## src/rtl/layer_sequencer_if.sv

```systemverilog
// Handshake and per-layer configuration bundle between the layer sequencer
// (master) and the layer compute engine (slave).
interface layer_sequencer_if #(
   parameter int ADDR_W = 22
);
   logic              start_layer;
   logic              done_layer;
   logic [8:0]        ifm_size;
   logic [10:0]       ifm_channel;
   logic [1:0]        kernel_size;
   logic [10:0]       num_filter;
   logic              maxpool_mode;
   logic [1:0]        maxpool_stride;
   logic              upsample_mode;
   logic [ADDR_W-1:0] start_read_addr;
   logic [ADDR_W-1:0] start_write_addr;

   modport master (
      output start_layer, ifm_size, ifm_channel, kernel_size, num_filter,
             maxpool_mode, maxpool_stride, upsample_mode,
             start_read_addr, start_write_addr,
      input  done_layer
   );

   modport slave (
      input  start_layer, ifm_size, ifm_channel, kernel_size, num_filter,
             maxpool_mode, maxpool_stride, upsample_mode,
             start_read_addr, start_write_addr,
      output done_layer
   );
endinterface

```

## src/rtl/layer_sequencer.sv

```systemverilog
// Steps a layer engine through a contiguous range of a writable layer config
// table, with per-layer watchdog, abort and range checking.
module layer_sequencer #(
   parameter  int NUM_LAYER    = 13,
   parameter  int OFM_RAM_SIZE = 2378675,
   parameter  int TIMEOUT_W    = 32,
   localparam int ADDR_W       = $clog2(OFM_RAM_SIZE),
   localparam int LIDX_W       = (NUM_LAYER > 1) ? $clog2(NUM_LAYER) : 1,
   localparam int CFG_W        = 37 + 2*ADDR_W
) (
   input  logic                 clk,
   input  logic                 rst_n,
   input  logic                 cfg_we,
   input  logic [LIDX_W-1:0]    cfg_waddr,
   input  logic [CFG_W-1:0]     cfg_wdata,
   input  logic                 start_CNN,
   input  logic [LIDX_W-1:0]    first_layer,
   input  logic [LIDX_W-1:0]    last_layer,
   input  logic                 abort,
   input  logic [TIMEOUT_W-1:0] timeout_limit,
   output logic                 done_CNN,
   output logic                 busy,
   output logic                 error,
   output logic [1:0]           err_code,
   output logic [LIDX_W-1:0]    count_layer,
   layer_sequencer_if.master    eng
);

   localparam logic [LIDX_W:0] LAYER_CNT = (LIDX_W+1)'(NUM_LAYER);

   typedef enum logic [2:0] {IDLE, LOAD, START, WAIT, DONE} state_t;

   typedef struct packed {
      logic [8:0]        ifm_size;
      logic [10:0]       ifm_channel;
      logic [1:0]        kernel_size;
      logic [10:0]       num_filter;
      logic              maxpool_mode;
      logic [1:0]        maxpool_stride;
      logic              upsample_mode;
      logic [ADDR_W-1:0] rd_base;
      logic [ADDR_W-1:0] wr_base;
   } cfg_t;

   state_t               state_q;
   cfg_t                 cfgTable_q [NUM_LAYER];
   cfg_t                 curCfg_q;
   logic [LIDX_W-1:0]    count_q;
   logic [LIDX_W-1:0]    lastLayer_q;
   logic [TIMEOUT_W-1:0] wd_q;
   logic                 error_q;
   logic [1:0]           errCode_q;
   logic                 done_q;
   logic                 rangeOk;

   assign rangeOk = (first_layer <= last_layer) && ({1'b0, last_layer} < LAYER_CNT);

   // The table is only writable between runs so a layer never sees its config change mid-flight.
   always_ff @(posedge clk or negedge rst_n) begin
      if (!rst_n) begin
         for (int i = 0; i < NUM_LAYER; i++) cfgTable_q[i] <= '0;
      end else if (cfg_we && (state_q == IDLE) && ({1'b0, cfg_waddr} < LAYER_CNT)) begin
         cfgTable_q[cfg_waddr] <= cfg_wdata;
      end
   end

   always_ff @(posedge clk or negedge rst_n) begin
      if (!rst_n) begin
         state_q     <= IDLE;
         curCfg_q    <= '0;
         count_q     <= '0;
         lastLayer_q <= '0;
         wd_q        <= '0;
         error_q     <= 1'b0;
         errCode_q   <= 2'b00;
         done_q      <= 1'b0;
      end else begin
         done_q <= 1'b0;
         // Abort outranks everything else in an active run.
         if ((state_q != IDLE) && abort) begin
            state_q   <= IDLE;
            error_q   <= 1'b1;
            errCode_q <= 2'b11;
            done_q    <= 1'b1;
         end else begin
            case (state_q)
               IDLE: begin
                  if (start_CNN) begin
                     if (rangeOk) begin
                        error_q     <= 1'b0;
                        errCode_q   <= 2'b00;
                        count_q     <= first_layer;
                        lastLayer_q <= last_layer;
                        state_q     <= LOAD;
                     end else begin
                        error_q   <= 1'b1;
                        errCode_q <= 2'b01;
                        done_q    <= 1'b1;
                     end
                  end
               end
               LOAD: begin
                  curCfg_q <= cfgTable_q[count_q];
                  state_q  <= START;
               end
               START: begin
                  wd_q    <= '0;
                  state_q <= WAIT;
               end
               WAIT: begin
                  if (eng.done_layer) begin
                     if (count_q == lastLayer_q) begin
                        state_q <= DONE;
                        done_q  <= 1'b1;
                     end else begin
                        count_q <= count_q + LIDX_W'(1);
                        state_q <= LOAD;
                     end
                  end else if ((timeout_limit != '0) && (wd_q == timeout_limit)) begin
                     state_q   <= IDLE;
                     error_q   <= 1'b1;
                     errCode_q <= 2'b10;
                     done_q    <= 1'b1;
                  end else begin
                     wd_q <= wd_q + TIMEOUT_W'(1);
                  end
               end
               DONE: begin
                  state_q <= IDLE;
               end
               default: begin
                  state_q <= IDLE;
               end
            endcase
         end
      end
   end

   assign done_CNN    = done_q;
   assign busy        = (state_q != IDLE);
   assign error       = error_q;
   assign err_code    = errCode_q;
   assign count_layer = count_q;

   assign eng.start_layer      = (state_q == START);
   assign eng.ifm_size         = curCfg_q.ifm_size;
   assign eng.ifm_channel      = curCfg_q.ifm_channel;
   assign eng.kernel_size      = curCfg_q.kernel_size;
   assign eng.num_filter       = curCfg_q.num_filter;
   assign eng.maxpool_mode     = curCfg_q.maxpool_mode;
   assign eng.maxpool_stride   = curCfg_q.maxpool_stride;
   assign eng.upsample_mode    = curCfg_q.upsample_mode;
   assign eng.start_read_addr  = curCfg_q.rd_base;
   assign eng.start_write_addr = curCfg_q.wr_base;

endmodule
```

## src/flat_wrapper.sv

```systemverilog
// flat-port wrapper written by rule: the top's interface ports become plain ports
module layer_sequencer_flat 
#(
   parameter  int NUM_LAYER    = 13,
   parameter  int OFM_RAM_SIZE = 2378675,
   parameter  int TIMEOUT_W    = 32,
   localparam int ADDR_W       = $clog2(OFM_RAM_SIZE),
   localparam int LIDX_W       = (NUM_LAYER > 1) ? $clog2(NUM_LAYER) : 1,
   localparam int CFG_W        = 37 + 2*ADDR_W
)
  (clk, rst_n, cfg_we, cfg_waddr, cfg_wdata, start_CNN, first_layer, last_layer, abort, timeout_limit, done_CNN, busy, error, err_code, count_layer, eng_start_layer, eng_ifm_size, eng_ifm_channel, eng_kernel_size, eng_num_filter, eng_maxpool_mode, eng_maxpool_stride, eng_upsample_mode, eng_start_read_addr, eng_start_write_addr, eng_done_layer);
  layer_sequencer_if eng_i ();
  input  logic clk;
  input  logic rst_n;
  input  logic cfg_we;
  input  logic [LIDX_W-1:0] cfg_waddr;
  input  logic [CFG_W-1:0] cfg_wdata;
  input  logic start_CNN;
  input  logic [LIDX_W-1:0] first_layer;
  input  logic [LIDX_W-1:0] last_layer;
  input  logic abort;
  input  logic [TIMEOUT_W-1:0] timeout_limit;
  output logic done_CNN;
  output logic busy;
  output logic error;
  output logic [1:0] err_code;
  output logic [LIDX_W-1:0] count_layer;
  output wire logic [$bits(eng_i.start_layer)-1:0] eng_start_layer;
  output wire logic [$bits(eng_i.ifm_size)-1:0] eng_ifm_size;
  output wire logic [$bits(eng_i.ifm_channel)-1:0] eng_ifm_channel;
  output wire logic [$bits(eng_i.kernel_size)-1:0] eng_kernel_size;
  output wire logic [$bits(eng_i.num_filter)-1:0] eng_num_filter;
  output wire logic [$bits(eng_i.maxpool_mode)-1:0] eng_maxpool_mode;
  output wire logic [$bits(eng_i.maxpool_stride)-1:0] eng_maxpool_stride;
  output wire logic [$bits(eng_i.upsample_mode)-1:0] eng_upsample_mode;
  output wire logic [$bits(eng_i.start_read_addr)-1:0] eng_start_read_addr;
  output wire logic [$bits(eng_i.start_write_addr)-1:0] eng_start_write_addr;
  input wire logic [$bits(eng_i.done_layer)-1:0] eng_done_layer;
  assign eng_start_layer = eng_i.start_layer;
  assign eng_ifm_size = eng_i.ifm_size;
  assign eng_ifm_channel = eng_i.ifm_channel;
  assign eng_kernel_size = eng_i.kernel_size;
  assign eng_num_filter = eng_i.num_filter;
  assign eng_maxpool_mode = eng_i.maxpool_mode;
  assign eng_maxpool_stride = eng_i.maxpool_stride;
  assign eng_upsample_mode = eng_i.upsample_mode;
  assign eng_start_read_addr = eng_i.start_read_addr;
  assign eng_start_write_addr = eng_i.start_write_addr;
  assign eng_i.done_layer = eng_done_layer;
  layer_sequencer #(.NUM_LAYER(NUM_LAYER), .OFM_RAM_SIZE(OFM_RAM_SIZE), .TIMEOUT_W(TIMEOUT_W)) u_core (.clk(clk), .rst_n(rst_n), .cfg_we(cfg_we), .cfg_waddr(cfg_waddr), .cfg_wdata(cfg_wdata), .start_CNN(start_CNN), .first_layer(first_layer), .last_layer(last_layer), .abort(abort), .timeout_limit(timeout_limit), .done_CNN(done_CNN), .busy(busy), .error(error), .err_code(err_code), .count_layer(count_layer), .eng(eng_i));
endmodule
```

## config.mk

```make
export PLATFORM = sky130hd
export DESIGN_NAME = layer_sequencer_flat
export DESIGN_NICKNAME = d
export VERILOG_FILES = /design/src/rtl/layer_sequencer_if.sv /design/src/rtl/layer_sequencer.sv /design/src/flat_wrapper.sv
export SDC_FILE = /design/constraint.sdc
export NUM_CORES = 2
export LEC_CHECK = 0
export CAP_MARGIN = 15
export CORE_ASPECT_RATIO = 1.2
export CORE_UTILIZATION = 35
export CTS_CLUSTER_DIAMETER = 200
export CTS_CLUSTER_SIZE = 20
export DETAILED_ROUTE_END_ITERATION = 10
export DONT_BUFFER_PORTS = 1
export GPL_TIMING_DRIVEN = 0
export SYNTH_ARGS = -nofsm -noshare
export SYNTH_HDL_FRONTEND = slang
export SYNTH_SLANG_ARGS = --single-unit
```

## constraint.sdc

```tcl
create_clock -name clk -period 2.25 [get_ports clk]
set_input_delay 0.45 -clock clk [delete_from_list [all_inputs] [get_ports clk]]
set_output_delay 0.45 -clock clk [all_outputs]
set_load 0.005 [all_outputs]
```

**After elaboration in Yosys (flattened, before gate mapping)**

Index checks and enable logic that the tools add are counted.

- Bitwise operators: 3
- Equal/unequal tests: 16
- Reductions and logical operators: 18
- Add/subtract/negate cells: 2
- Mux-type cells: 39
- Order comparisons: 6

Operators by type and width:

| cell | count |
|---|---|
| 1053-bit bitwise mux | 1 |
| 81-bit binary-select mux with 4-bit select | 1 |
| 81-bit demux with 4-bit select | 1 |
| 81-bit two-way mux | 3 |
| 32-bit two-way mux | 2 |
| 32-bit case mux with 2 select lines | 1 |
| 32-bit by 1-bit adder with 32-bit output (second input constant) | 1 |
| 32-bit == test | 1 |
| 32-bit nonzero test | 1 |
| 3-bit two-way mux | 6 |
| 4-bit two-way mux | 4 |
| 3-bit case mux with 4 select lines | 1 |
| 4-bit AND reduction | 3 |
| 1-bit two-way mux | 11 |
| 5-bit greater-or-equal comparator (second input constant) | 2 |
| 2-bit inequality test (second input constant) | 5 |
| 4-bit NOT with 5-bit output | 2 |
| 4-bit less-than comparator (second input constant) | 2 |
| 2-bit two-way mux | 4 |
| 4-bit case mux with 2 select lines | 1 |
| 3-bit by 2-bit == test with 1-bit output (second input constant) | 2 |
| 1-bit logical AND | 6 |
| 3-bit by 2-bit inequality test with 1-bit output (second input constant) | 2 |
| 6-bit AND reduction | 1 |
| 17 further kinds | 20 |

- Logic and storage cells: 217
- Output and inout bits: 91
- Bits in registers: 1,181
- Input port bits: 131

**Longest topological paths before layout**

- Word-level depth: 6
- Depth in mapped cells: 9

**Worst setup path before layout**

OpenSTA, ideal clock, no wires.

- Path type: register to register
- From: register u_core.count_q[0], in the netlist u_core.count_layer[0]
- To: register u_core.curCfg_q, in the netlist u_core.eng.ifm_channel[0]
- Data arrival time: 2.039 ns
- Setup slack: 0.093 ns
- Library setup time: 0.118 ns
- Clock period less this slack: 2.157 ns
- Buffers on the path: 3
- Cell stages (with the launch flop): 8
- Required time: 2.132 ns
- Cells stage by stage: dfrtp_1 > buf_2 > clkbuf_1 > buf_2 > mux4_2 > a221oi_1 > a311oi_1 > a21o_1

- Word-level cells in the longest chain between the ends: 4

RTL lines:

| what | line | RTL |
|---|---|---|
| start: declaration | layer_sequencer.sv:48 | `logic [LIDX_W-1:0] count_q;` |
| start signal: assignment | layer_sequencer.sv:92 | `count_q <= first_layer;` |
| start signal: assignment | layer_sequencer.sv:116 | `count_q <= count_q + LIDX_W'(1);` |
| 4-bit NOT with 5-bit output (implied by the code) | layer_sequencer.sv:103 | `curCfg_q <= cfgTable_q[count_q];` |
| 81-bit binary-select mux with 4-bit select | layer_sequencer.sv:103 |  |
| 81-bit two-way mux (implied by the code) (2 in series) | layer_sequencer.sv:103 |  |
| end signal: assignment | layer_sequencer.sv:103 |  |
| end: declaration | layer_sequencer.sv:47 | `cfg_t curCfg_q;` |

No other way between the ends. The select of a mux whose other input is x is not followed.
A chain may end at the register's enable or synchronous reset.

**Final worst setup path**

- From: register u_core.state_q[1]
- To: register u_core.cfgTable_q[1009] in the netlist's numbering

- Word-level cells in the longest chain between the ends: 3

RTL lines:

| what | line | RTL |
|---|---|---|
| start: declaration | layer_sequencer.sv:45 | `state_t state_q;` |
| start signal: assignment | layer_sequencer.sv:69 | `state_q <= IDLE;` |
| start signal: assignment | layer_sequencer.sv:81 | `state_q <= IDLE;` |
| start signal: assignment | layer_sequencer.sv:94 | `state_q <= LOAD;` |
| 3-bit zero test | layer_sequencer.sv:62 | `end else if (cfg_we && (state_q == IDLE) && ({1'b0, cfg_waddr} < LAYER_CNT)) begin` |
| 1-bit logical AND (2 in series) | layer_sequencer.sv:62 |  |
| end signal: indexed assignment | layer_sequencer.sv:63 | `cfgTable_q[cfg_waddr] <= cfg_wdata;` |
| end: declaration | layer_sequencer.sv:46 | `cfg_t cfgTable_q [NUM_LAYER];` |

No other way between the ends.

==> results.txt <==
The post-synthesis instance area was 53400 sq um. Derived from the worst setup path, the maximum achievable clock frequency is 405 MHz. The cell count after synthesis is 3595. TritonCTS built the clock tree. The final net count came out at 4010.

For the DRC marker count from the first detailed-route iteration, the log shows 2589. The run gives 154000 sq um as the die area. The total power came out at 81.0 mW. Share of cells above drive strength 1: 49.7%. Once the floorplan was initialized, standard cells occupied 35.4% of the core.

In this run, placement finished with an instance count of 5582. Buffers placed on the I/O ports in this run total 0. Horizontal die dimension: 358 um. For this run, asynchronously set or reset flops after synthesis account for 100%. The tools report the total count of max-transition violations in the final report as 0. The path type of the worst setup path is flip-flop to flip-flop. The multiplexer area fraction after synthesis is 32.5%, and the count of placed standard cells in the final layout, fillers left out is 5862.

In this run the deepest clock path goes through 3 buffers. The floorplan has 156 rows. The final reports fail on negative hold slack, negative setup slack. The register-to-register path setup slack was -220 ps. The worst setup path is launched from a flip-flop. Of all nets on the critical path, the largest fanout is 8. After clock tree synthesis, the clock-pin slew on the worst setup and hold paths is 90 ps. Yosys mapped a number of flops with a built-in enable equal to 0. For this run, the total global-route usage over all layers was measured as 20.6%.

The power per cell area came out at 1270 nW/um^2. The worst reg-to-reg path cell count is 9. In the final routed layout, each cell accounts on average for 28.0 um. The dominant synthesized flop cell is sky130_fd_sc_hd__dfrtp_1. Summing the areas of all xor and xnor instances in the mapped netlist gives 0.591% of the synthesized area. The data arrival time of the critical path is 3020 ps, and the placeable core region is 151000 sq um. The worst-case clock skew was 36.3 ps. By area the synthesized netlist is led by sky130_fd_sc_hd__dfrtp_1 (55%), sky130_fd_sc_hd__mux2_2 (22%), sky130_fd_sc_hd__mux4_2 (10%). Setup repair after global routing could not meet its margin everywhere.

The relative max-transition margin was 16.4%. Count of vias placed by the detailed router: 33.2k. The cell type contributing the most total cell area after synthesis was sky130_fd_sc_hd__dfrtp_1. The tools report the final-report hold violation count as 235.

Detail-routed via count per cell: 5.67. Summing the sequential cell areas from Yosys gives 55.4% of the chip area. The tools report the worst setup slack after layout as -218 ps.

The largest family of logic cells by synthesized area was multiplexers. The die is 430 um tall. Summing the areas of all compound-gate instances in the mapped netlist gives 4.98% of the synthesized area. At the pin with the least slew margin, the transition time is 1250 ps. The number of global-route vias before repair is 34.4k. The post-synthesis register bit count was 1181; the area fraction in and, or, nand and nor cells after synthesis was 3.44%. The combinational cell fraction of total power came out at 38.9%. From synthesis to final layout, the design area changed by 19.9%.

Hold repair after CTS inserted 90 buffers. The post-synthesis adder-cell area fraction was 0.141%; the count of nets left with antenna violations after detail routing was 0. The first global-routing pass estimated 235000 um of wire. The flow ran to the end, but the final reports show violations. The logs give 1181 for the number of clock sinks and 2800 ps for the required time of the critical path. Summed over all failing endpoints, the final setup total negative slack is -67470 ps. The average instance in the mapped netlist occupies 14.8 sq um.

The leakage power is 28.3 nW, and the part of the power in the clock network is 15.9%. The switching part of the total power is 33.0%, and the post-synthesis net count is 3732. After routing the design area is 64000 sq um.

The total wire length after detailed routing was 164000 um; the final worst-path cycle share was 110%. The logs give 14 for the initial antenna violation count and -549 ps for the worst hold slack. Summed over all layers, the global routing overflow is 0. The startpoint identified for the worst register-to-register timing path is u_core.state_q[1].

The worst path in the final design needs a cycle of 2470 ps, including I/O delays and setup. The analysis attributes to net switching a power of 26.8 mW. The largest voltage drop on the vdd net is 0.000581 V. The clock reaches the later pin of the worst-skew pair after 700 ps. Entering global routing, the biggest net connects 217 pins. The share of total power in sequential cells is 45.2%. The count of pins on the block boundary is 222, and the post-synthesis cell type count is 66. The placement-stage cell area is 56100 sq um, and the half-perimeter wire length after placement is 101000 um. The worst setup path is captured at a flip-flop. The tools report the master cell of the clock root buffer as sky130_fd_sc_hd__clkbuf_16. Setup violations remaining at the end of the flow were counted as 641.

The number of clock buffers added by TritonCTS is 69. The DRC violations left is 0, and the maximum level of the CTS H-tree is 3. The internal power summed over all cells is 54.3 mW, and the weighted congestion reported at the end of routability-driven placement is 0.893. The tool flagged a number of max-cap violations equal to 0. After synthesis, the largest area contributor takes up 55.4% of total cell area. The tightest min-delay check is of the input port to asynchronous set/reset pin type. Terminus of the critical flop-to-flop path: u_core.cfgTable_q[1009]. The first TritonRoute pass finished after 7 iterations.

For this run, the number of Yosys warnings is 0.
==> final cells by class <==
type,count,area (sq um)
clock inverter,2,28.8
multi-input combinational,2054,23900
sequential,1181,29600
fill,13500,86900
tap,1975,2470
antenna,11,27.5
clock buffer,72,1780
inverter,16,77.6
timing repair buffer,218,3170
buffer,333,2950
==> cell usage in the layout (no fill, tap or decap), types with 12 or more instances in the layout <==
master                          synthesis  final
sky130_fd_sc_hd__mux2_2              1054    972
sky130_fd_sc_hd__nor2_1                25     19
sky130_fd_sc_hd__clkbuf_2               3     39
sky130_fd_sc_hd__inv_1                 14     14
sky130_fd_sc_hd__a311oi_1              81     30
sky130_fd_sc_hd__buf_4                  8     49
sky130_fd_sc_hd__a21o_1                81     81
sky130_fd_sc_hd__clkbuf_8               0     18
sky130_fd_sc_hd__a221oi_2               0     54
sky130_fd_sc_hd__buf_8                  0     18
sky130_fd_sc_hd__nand2_1              226    218
sky130_fd_sc_hd__dlygate4sd3_1          0     90
sky130_fd_sc_hd__buf_2                116     40
sky130_fd_sc_hd__clkbuf_4               0     22
sky130_fd_sc_hd__mux4_2               243    243
sky130_fd_sc_hd__dfrtp_1             1181   1161
sky130_fd_sc_hd__a311oi_2               0     42
sky130_fd_sc_hd__clkbuf_1             210    109
sky130_fd_sc_hd__a221oi_4               0     12
sky130_fd_sc_hd__buf_16                 0     19
sky130_fd_sc_hd__clkbuf_16              0    105
sky130_fd_sc_hd__buf_12                 0     74
sky130_fd_sc_hd__nor4_1                32     28
sky130_fd_sc_hd__a221oi_1              81     15
sky130_fd_sc_hd__dfrtp_2                0     20
sky130_fd_sc_hd__mux2_4                 0     82
sky130_fd_sc_hd__xor2_1                36     34
sky130_fd_sc_hd__buf_6                  4     37
sky130_fd_sc_hd__nand3_1               22     16
==> sequential cells by signal (all words and copies together) (netlist names) <==
register                     flops
u_core.state_q                   3
u_core.eng.ifm_channel          11
u_core.eng.start_write_addr     22
u_core.eng.maxpool_stride        2
u_core.eng.ifm_size              9
u_core.eng.maxpool_mode          1
u_core.eng.start_read_addr      22
u_core.lastLayer_q               4
u_core.count_layer               4
u_core.err_code                  2
u_core.error                     1
u_core.eng.kernel_size           2
u_core.eng.upsample_mode         1
u_core.eng.num_filter           11
u_core.done_CNN                  1
u_core.cfgTable_q             1053
u_core.wd_q                     32
==> power by group through the flow <==
stage                     Clock [mW]  Sequential, mW  Combinational, mW
final                           12.9            36.6               31.5
after global routing            13.9            37.7               33.5
after CTS                       13.2            36.4               30.4
after detailed placement           0            36.7               26.3
after global placement             0            36.2               25.2
after floorplan                    0            34.6               19.9
==> worst max-delay path: stages (launching register included) <==
cell and delay [ps]:
sky130_fd_sc_hd__dfrtp_2 460, sky130_fd_sc_hd__nor3_4 200, sky130_fd_sc_hd__buf_6 160, sky130_fd_sc_hd__clkinv_8 90, sky130_fd_sc_hd__nor4b_4 320, sky130_fd_sc_hd__buf_4 190, sky130_fd_sc_hd__buf_12 160, sky130_fd_sc_hd__nand2_8 160
sky130_fd_sc_hd__clkbuf_16 290, sky130_fd_sc_hd__mux2_2 270
==> cells in the mapped netlist, drive strengths merged, types with 26 or more instances <==
cell / count
clkbuf: 213
mux2: 1054
a21o: 81
dfrtp: 1181
xor2: 36
mux4: 243
a311oi: 81
buf: 133
nor2: 26
nor4: 35
a221oi: 81
nand2: 226
==> repair_timing <==
item,CTS,global route
buffers inserted,37,41
cloned,22,32
endpoints found under the setup margin,1559,1079
resized for setup,602,284
endpoints found under the hold margin,491,235
pin swaps,44,43
==> logic make-up (layout without fill, tap and decap cells) <==
family,count (synthesis),count (layout)
AOI/OAI and AO/OA,329,329
xor gates and xnor gates,36,36
adders and majority gates,6,6
buffers and inverters,362,641
DFF,1181,1181
muxes,1298,1298
other,0,11
and+or+nand+nor,383,385
==> routing by layer <==
metal / track usage, % / up-vias / routed length [um]
met5: 0 / - / 65
met4: 6.78 / 10 / 5200
met3: 4.67 / 266 / 10900
met2: 33.1 / 962 / 79900
met1: 27.4 / 18000 / 68300
li1: - / 14000 / -
==> worst max-delay path by stage <==
stage	start	end	slack, ps
5_1_grt	u_core.state_q[1]	u_core.cfgTable_q[1009]	-310
3_5_place_dp	u_core.count_layer[3]	u_core.eng.start_read_addr[12]	-1970
2_1_floorplan	u_core.count_layer[0]	u_core.eng.ifm_channel[0]	90
3_3_place_gp	u_core.count_layer[3]	u_core.eng.start_read_addr[12]	-1980
6_report	u_core.state_q[1]	u_core.cfgTable_q[1009]	-220
4_1_cts	u_core.state_q[2]	u_core.cfgTable_q[71]	-160
==> stage by stage <==
| step | utilization (%) | setup slack, ps |
|---|---|---|
| floorplan | - | 92.8 |
| global placement | 37.0 | -1980 |
| detailed placement | 37.2 | -1970 |
| CTS | 41.2 | -164 |
| global route | 42.4 | -306 |
| finish | 42.4 | -218 |
(Power assumes the default switching activity.)
